### config.mk
export PLATFORM = sky130hd
export DESIGN_NAME = iq_issue_ctrl
export DESIGN_NICKNAME = d
export VERILOG_FILES = /design/src/rtl/iq_issue_ctrl.sv
export SDC_FILE = /design/constraint.sdc
export NUM_CORES = 1
export LEC_CHECK = 0
export ABC_AREA = 1
export CAP_MARGIN = 15
export CORE_MARGIN = 2
export CORE_UTILIZATION = 26
export DETAILED_ROUTE_END_ITERATION = 16
export PLACE_DENSITY = 0.7
export SYNTH_ARGS = -nofsm -noshare
export SYNTH_HDL_FRONTEND = slang
export SYNTH_SLANG_ARGS = --single-unit
### constraint.sdc
create_clock -name clock -period 10.2 [get_ports clock]
set_input_delay 1.02 -clock clock [delete_from_list [all_inputs] [get_ports clock]]
set_output_delay 1.02 -clock clock [all_outputs]
set_load 0.01 [all_outputs]
### src/rtl/iq_issue_ctrl.sv
// Issue-side controller for one issue queue: writeback wakeup, oldest-ready
// selection into a registered issue slot, dispatch allocation and occupancy.
module iq_issue_ctrl #(
  parameter int IQ_DEPTH = 8,
  parameter int PREG_W   = 6,
  parameter int ROB_LOG  = 6,
  localparam int IDX_W   = $clog2(IQ_DEPTH),
  localparam int CNT_W   = IDX_W + 1
) (
  input  logic                         clock,
  input  logic                         reset_n,
  input  logic                         flush,
  input  logic [IQ_DEPTH-1:0]          entry_valid,
  input  logic [IQ_DEPTH-1:0]          entry_ready_to_go,
  input  logic [IQ_DEPTH-1:0]          entry_src1_is_reg,
  input  logic [IQ_DEPTH-1:0]          entry_src2_is_reg,
  input  logic [IQ_DEPTH*PREG_W-1:0]   entry_prs1,
  input  logic [IQ_DEPTH*PREG_W-1:0]   entry_prs2,
  input  logic [IQ_DEPTH-1:0]          entry_robidx_flag,
  input  logic [IQ_DEPTH*ROB_LOG-1:0]  entry_robidx,
  input  logic                         wb_valid,
  input  logic [PREG_W-1:0]            wb_prd,
  output logic [IQ_DEPTH-1:0]          wakeup_src1,
  output logic [IQ_DEPTH-1:0]          wakeup_src2,
  input  logic                         enq_req,
  output logic                         enq_grant,
  output logic [IQ_DEPTH-1:0]          enq_onehot,
  output logic                         iq_full,
  output logic [CNT_W-1:0]             iq_count,
  output logic                         issue_valid,
  input  logic                         issue_ready,
  output logic [IDX_W-1:0]             issue_idx,
  output logic [IQ_DEPTH-1:0]          issuing
);

  logic                r_issue_valid;
  logic [IDX_W-1:0]    r_issue_idx;
  logic [CNT_W-1:0]    r_count;

  logic                w_wb_live;
  logic [IQ_DEPTH-1:0] w_slot_oh;
  logic [IQ_DEPTH-1:0] w_cand;
  logic                w_found;
  logic [IDX_W-1:0]    w_sel;
  logic                w_best_flag;
  logic [ROB_LOG-1:0]  w_best_rob;
  logic [IQ_DEPTH-1:0] w_free_oh;
  logic                w_accept;
  logic                w_inc;
  logic                w_dec;

  // Physical register 0 is the hardwired zero register and never produces a wakeup.
  assign w_wb_live = wb_valid & (wb_prd != '0);

  always_comb begin
    wakeup_src1 = '0;
    wakeup_src2 = '0;
    for (int i = 0; i < IQ_DEPTH; i++) begin
      wakeup_src1[i] = w_wb_live & entry_valid[i] & entry_src1_is_reg[i] &
                       (entry_prs1[i*PREG_W +: PREG_W] == wb_prd);
      wakeup_src2[i] = w_wb_live & entry_valid[i] & entry_src2_is_reg[i] &
                       (entry_prs2[i*PREG_W +: PREG_W] == wb_prd);
    end
  end

  function automatic logic older(input logic fa, input logic [ROB_LOG-1:0] ra,
                                 input logic fb, input logic [ROB_LOG-1:0] rb);
    return (fa == fb) ? (ra < rb) : (ra > rb);
  endfunction

  always_comb begin
    w_slot_oh = '0;
    w_slot_oh[r_issue_idx] = r_issue_valid;
  end

  assign w_accept = r_issue_valid & issue_ready;
  assign issuing  = (w_accept & ~flush) ? w_slot_oh : '0;
  assign w_cand   = entry_valid & entry_ready_to_go & ~w_slot_oh & ~issuing;

  // Ascending scan with strict "older" keeps the lower index on equal age.
  always_comb begin
    w_found     = 1'b0;
    w_sel       = '0;
    w_best_flag = 1'b0;
    w_best_rob  = '0;
    for (int i = 0; i < IQ_DEPTH; i++) begin
      if (w_cand[i] && (!w_found ||
          older(entry_robidx_flag[i], entry_robidx[i*ROB_LOG +: ROB_LOG],
                w_best_flag, w_best_rob))) begin
        w_found     = 1'b1;
        w_sel       = IDX_W'(i);
        w_best_flag = entry_robidx_flag[i];
        w_best_rob  = entry_robidx[i*ROB_LOG +: ROB_LOG];
      end
    end
  end

  always_comb begin
    w_free_oh = '0;
    for (int i = IQ_DEPTH - 1; i >= 0; i--) begin
      if (!entry_valid[i]) begin
        w_free_oh    = '0;
        w_free_oh[i] = 1'b1;
      end
    end
  end

  assign iq_full    = &entry_valid;
  assign enq_grant  = ~iq_full & ~flush;
  assign enq_onehot = (enq_req & ~flush) ? w_free_oh : '0;

  assign w_inc = enq_req & enq_grant;
  assign w_dec = |issuing;

  always_ff @(posedge clock or negedge reset_n) begin
    if (!reset_n) begin
      r_issue_valid <= 1'b0;
      r_issue_idx   <= '0;
      r_count       <= '0;
    end else if (flush) begin
      r_issue_valid <= 1'b0;
      r_count       <= '0;
    end else begin
      // No preemption: a held selection only moves on acceptance.
      if (!r_issue_valid || w_accept) begin
        r_issue_valid <= w_found;
        if (w_found) r_issue_idx <= w_sel;
      end
      if (w_inc && !w_dec && r_count != CNT_W'(IQ_DEPTH)) r_count <= r_count + 1'b1;
      else if (w_dec && !w_inc && r_count != '0)          r_count <= r_count - 1'b1;
    end
  end

  assign issue_valid = r_issue_valid;
  assign issue_idx   = r_issue_idx;
  assign iq_count    = r_count;

endmodule

==> results by group <==
Timing
  • Final setup vio count: 0
  • RSZ-0062 raised after global routing: yes
  • Final Worst Setup Slack: ~0.36 ns
  • Slew at the pin with the worst max-slew slack: 0.852 ns
  • Fin. Hold Viols: 0
  • Clk_skew: ~0.0017 ns
  • Max-slew violations: 0
  • Worst hold margin: between 0.6 and 0.7 ns
  • Crit share post-route: 96.5%
  • Min Tclk post-route: just under 10 ns
  • Fmax: roughly 100 MHz
  • Max transition margin: a little over two fifths

Final layout
  • Reg area: between 200 and 250 um2
  • Number of antenna diodes: 0
  • Area occupied by multi-input gates: approximately 0.0039 mm2
  • Share of post-route cells with drive strength above 1: between 20% and 30%
  • Commonest non-fill, non-tap cells in the layout: 223 x clkdlybuf4s50_1, 133 x nand2_1, 79 x inv_1, 61 x buf_4, 50 x nor2_1
  • Area Growth Syn to Fin: 96.6%
  • Fin area: between 0.007 and 0.008 mm2
  • Nets: roughly 1200
  • Core Util, Final: approximately 53%
  • Non-Filler Instances: around 1200
  • Number of fillers in the final layout: approximately 1400
  • Most common cell after layout, fill and taps aside: clkdlybuf4s50_1

Global routing
  • GRT Util Overall: around a fifth
  • Initial antenna violation count: 1
  • Largest net degree at the start of global routing: 28
  • Grt total ovfl: 0
  • Vias in the first global route: approximately 5300
  • First-pass GRT wire length: about 26 mm

Clock network
  • Clk_lat worst skew: ~0.23 ns
  • CTS tree: built
  • Number of buffers created by CTS: 3
  • H-tree levels: 1
  • Hold-fix buffers, CTS: 0
  • Clock transition at the registers of the reported paths: about 0.040 ns
  • Max clock buf depth: 2
  • Clock root cell: clkbuf_16
  • Clk sinks: 8

Synthesis
  • Number of distinct library cells after synthesis: 40
  • Mapped Area: about 0.004 mm2
  • Top_reg_cell synth: dfrtp_1
  • Yosys warnings: 0
  • Sequential area share after synthesis: about 5%
  • Number of synthesized register bits: 8
  • Avg Cell Area, Syn: ~5.8 um2
  • Post-synth EDFFs: 0
  • Mapped Nets: 920
  • Gate Count Post-Synth: 679
  • Ys async rst share: between 90% and 100%

Routing
  • Routed via count: 5793
  • Wire per inst: ~15 um
  • DR iter-0 viols: around 240
  • Post-route ant nets: 0
  • Avg Vias per Cell: 5.03
  • Total wire length: about 18 mm
  • First drt pass iteration count: 5
  • Drt drc: 0

Worst hold path
  • Worst hold path type: flip-flop to flip-flop
  • Hold path startpoint: iq_count[2]

Placed design
  • Final Wtd Congestion: 0.855
  • PortBufs: about 240
  • Hpwl dp: 14.5 mm
  • Pre-CTS setup slack: -0.465 ns
  • Dpl cell area: ~0.0068 mm2
  • Post-Place Cells: roughly 1100

Pwr
  • Sequential power share: between 7 and 8%
  • Combinational power share: 84.0%
  • Cell Pwr Density: about 100 mW/mm2
  • Net Sw Frac: roughly 46%
  • VDD IR max: between 0.07 and 0.08 mV
  • Int Power: around 0.42 mW
  • Leakage power: roughly 3.4 nW
  • Clock power frac: between 8 and 9%
  • NetSw: approximately 0.36 mW

Floorplan
  • Starting density of the core: a little over a quarter
  • # rows: 44
  • Core footprint: 0.0146 mm2
  • Die Area: 0.0160 mm2
  • I/O pins: 238
  • DIE WIDTH: 127 um
  • Die H: between 100 and 150 um

Worst setup path
  • CP arrival: approximately 10 ns
  • CP Launch Type: primary input
  • Reg2Reg Setup Slack: approximately 0.56 ns
  • Critical path class: primary input to flip-flop
  • Slowest-stage cell, CP: ha_1
  • Crit. End Element: flip-flop
  • CP startpoint: entry_ready_to_go[0]
  • Worst path required time: between 10 and 15 ns
  • CP Max Fanout: 7
  • Worst flop-to-flop path startpoint: issue_valid
  • Crit-path max cell delay: 0.36 ns

Run
  • # Max-Cap Violations: 0

Run status
  • Status: finished, final reports clean
## area by class of cell
cell class | count | area share [%]
inverter | 87 | 4.38
multi-input combinational | 567 | 50.9
clock buffer | 3 | 0.977
timing repair buffer | 303 | 38.1
sequential | 8 | 2.60
tap | 184 | 2.99
## critical path: cells and delay by family
family / cells / cell delay [ns]
AOI/OAI and AO/OA: 25 / 2.50
adders and majority gates: 7 / 2.16
buffers and inverters: 5 / 0.41
and+or+nand+nor: 41 / 3.89
## stage by stage
stage	setup TNS, ns	power [mW]
floorplan	0	0.339
global placement	-0.429	0.561
detailed placement	-1.38	0.571
CTS	0	0.645
global route	-1.16	0.857
finish	0	0.783
## kinds of logic after synthesis
| group | Yosys count | synth area share [%] |
|---|---|---|
| flip-flops | 8 | 5.12 |
| AND/OR/NAND/NOR | 334 | 39.7 |
| AO/OA/AOI/OAI | 158 | 24.5 |
| adder cells (fa/ha/maj) | 45 | 14.6 |
| buffers and inverters | 110 | 10.7 |
| XOR/XNOR | 24 | 5.38 |
## flip-flops by register name, summed over array words and instances (netlist names)
signal       flops
issue_valid      1
iq_count         4
issue_idx        3
## worst paths after layout
check / endpoint / depth (start not counted)
worst max-delay path: issue_idx[1] / 78
worst min-delay path: iq_count[2] / 2
worst max register to register: issue_idx[1] / 78
worst min register to register: iq_count[2] / 2
max in group asynchronous: issue_idx[1] / 1
min in group asynchronous: iq_count[2] / 1
## power groups by stage
stage / combinational (mW) / sequential (mW) / clock [mW]
CTS: 0.519 / 0.0597 / 0.0664
global placement: 0.502 / 0.0597 / 0
finish: 0.658 / 0.0600 / 0.0654
detailed placement: 0.511 / 0.0598 / 0
floorplan: 0.278 / 0.0610 / 0
global route: 0.726 / 0.0626 / 0.0675
## synth_stat cells, drive strengths merged, types with 5 or more instances
cell	count	area, um2
a2111oi	14	123
a21oi	26	141
a31oi	6	37.5
clkbuf	19	71.3
dfrtp	8	200
ha	44	551
inv	83	312
nand2	180	738
nand3	58	373
nand4	6	37.5
nor2	61	236
nor3	13	65.1
nor4	13	81.3
o21ai	76	380
o21bai	5	37.5
o22ai	13	81.3
xor2	20	175
## layer usage
metal  up-vias  global-route usage, %  wire [um]
met1      2636                   23.4       7010
met2       196                   35.4       9200
met5         -                      0         11
met4         2                   4.78        468
met3        36                   3.71       1130
li1       2923                      -          -
## what timing repair did
item | CTS | global route
cloned | 1 | 5
gates resized for setup | 18 | 184
endpoints found under the setup margin | 3 | 3
pin swaps | 1 | 71
setup buffers | 0 | 14
Note: power is estimated with default switching activity, not from simulation.
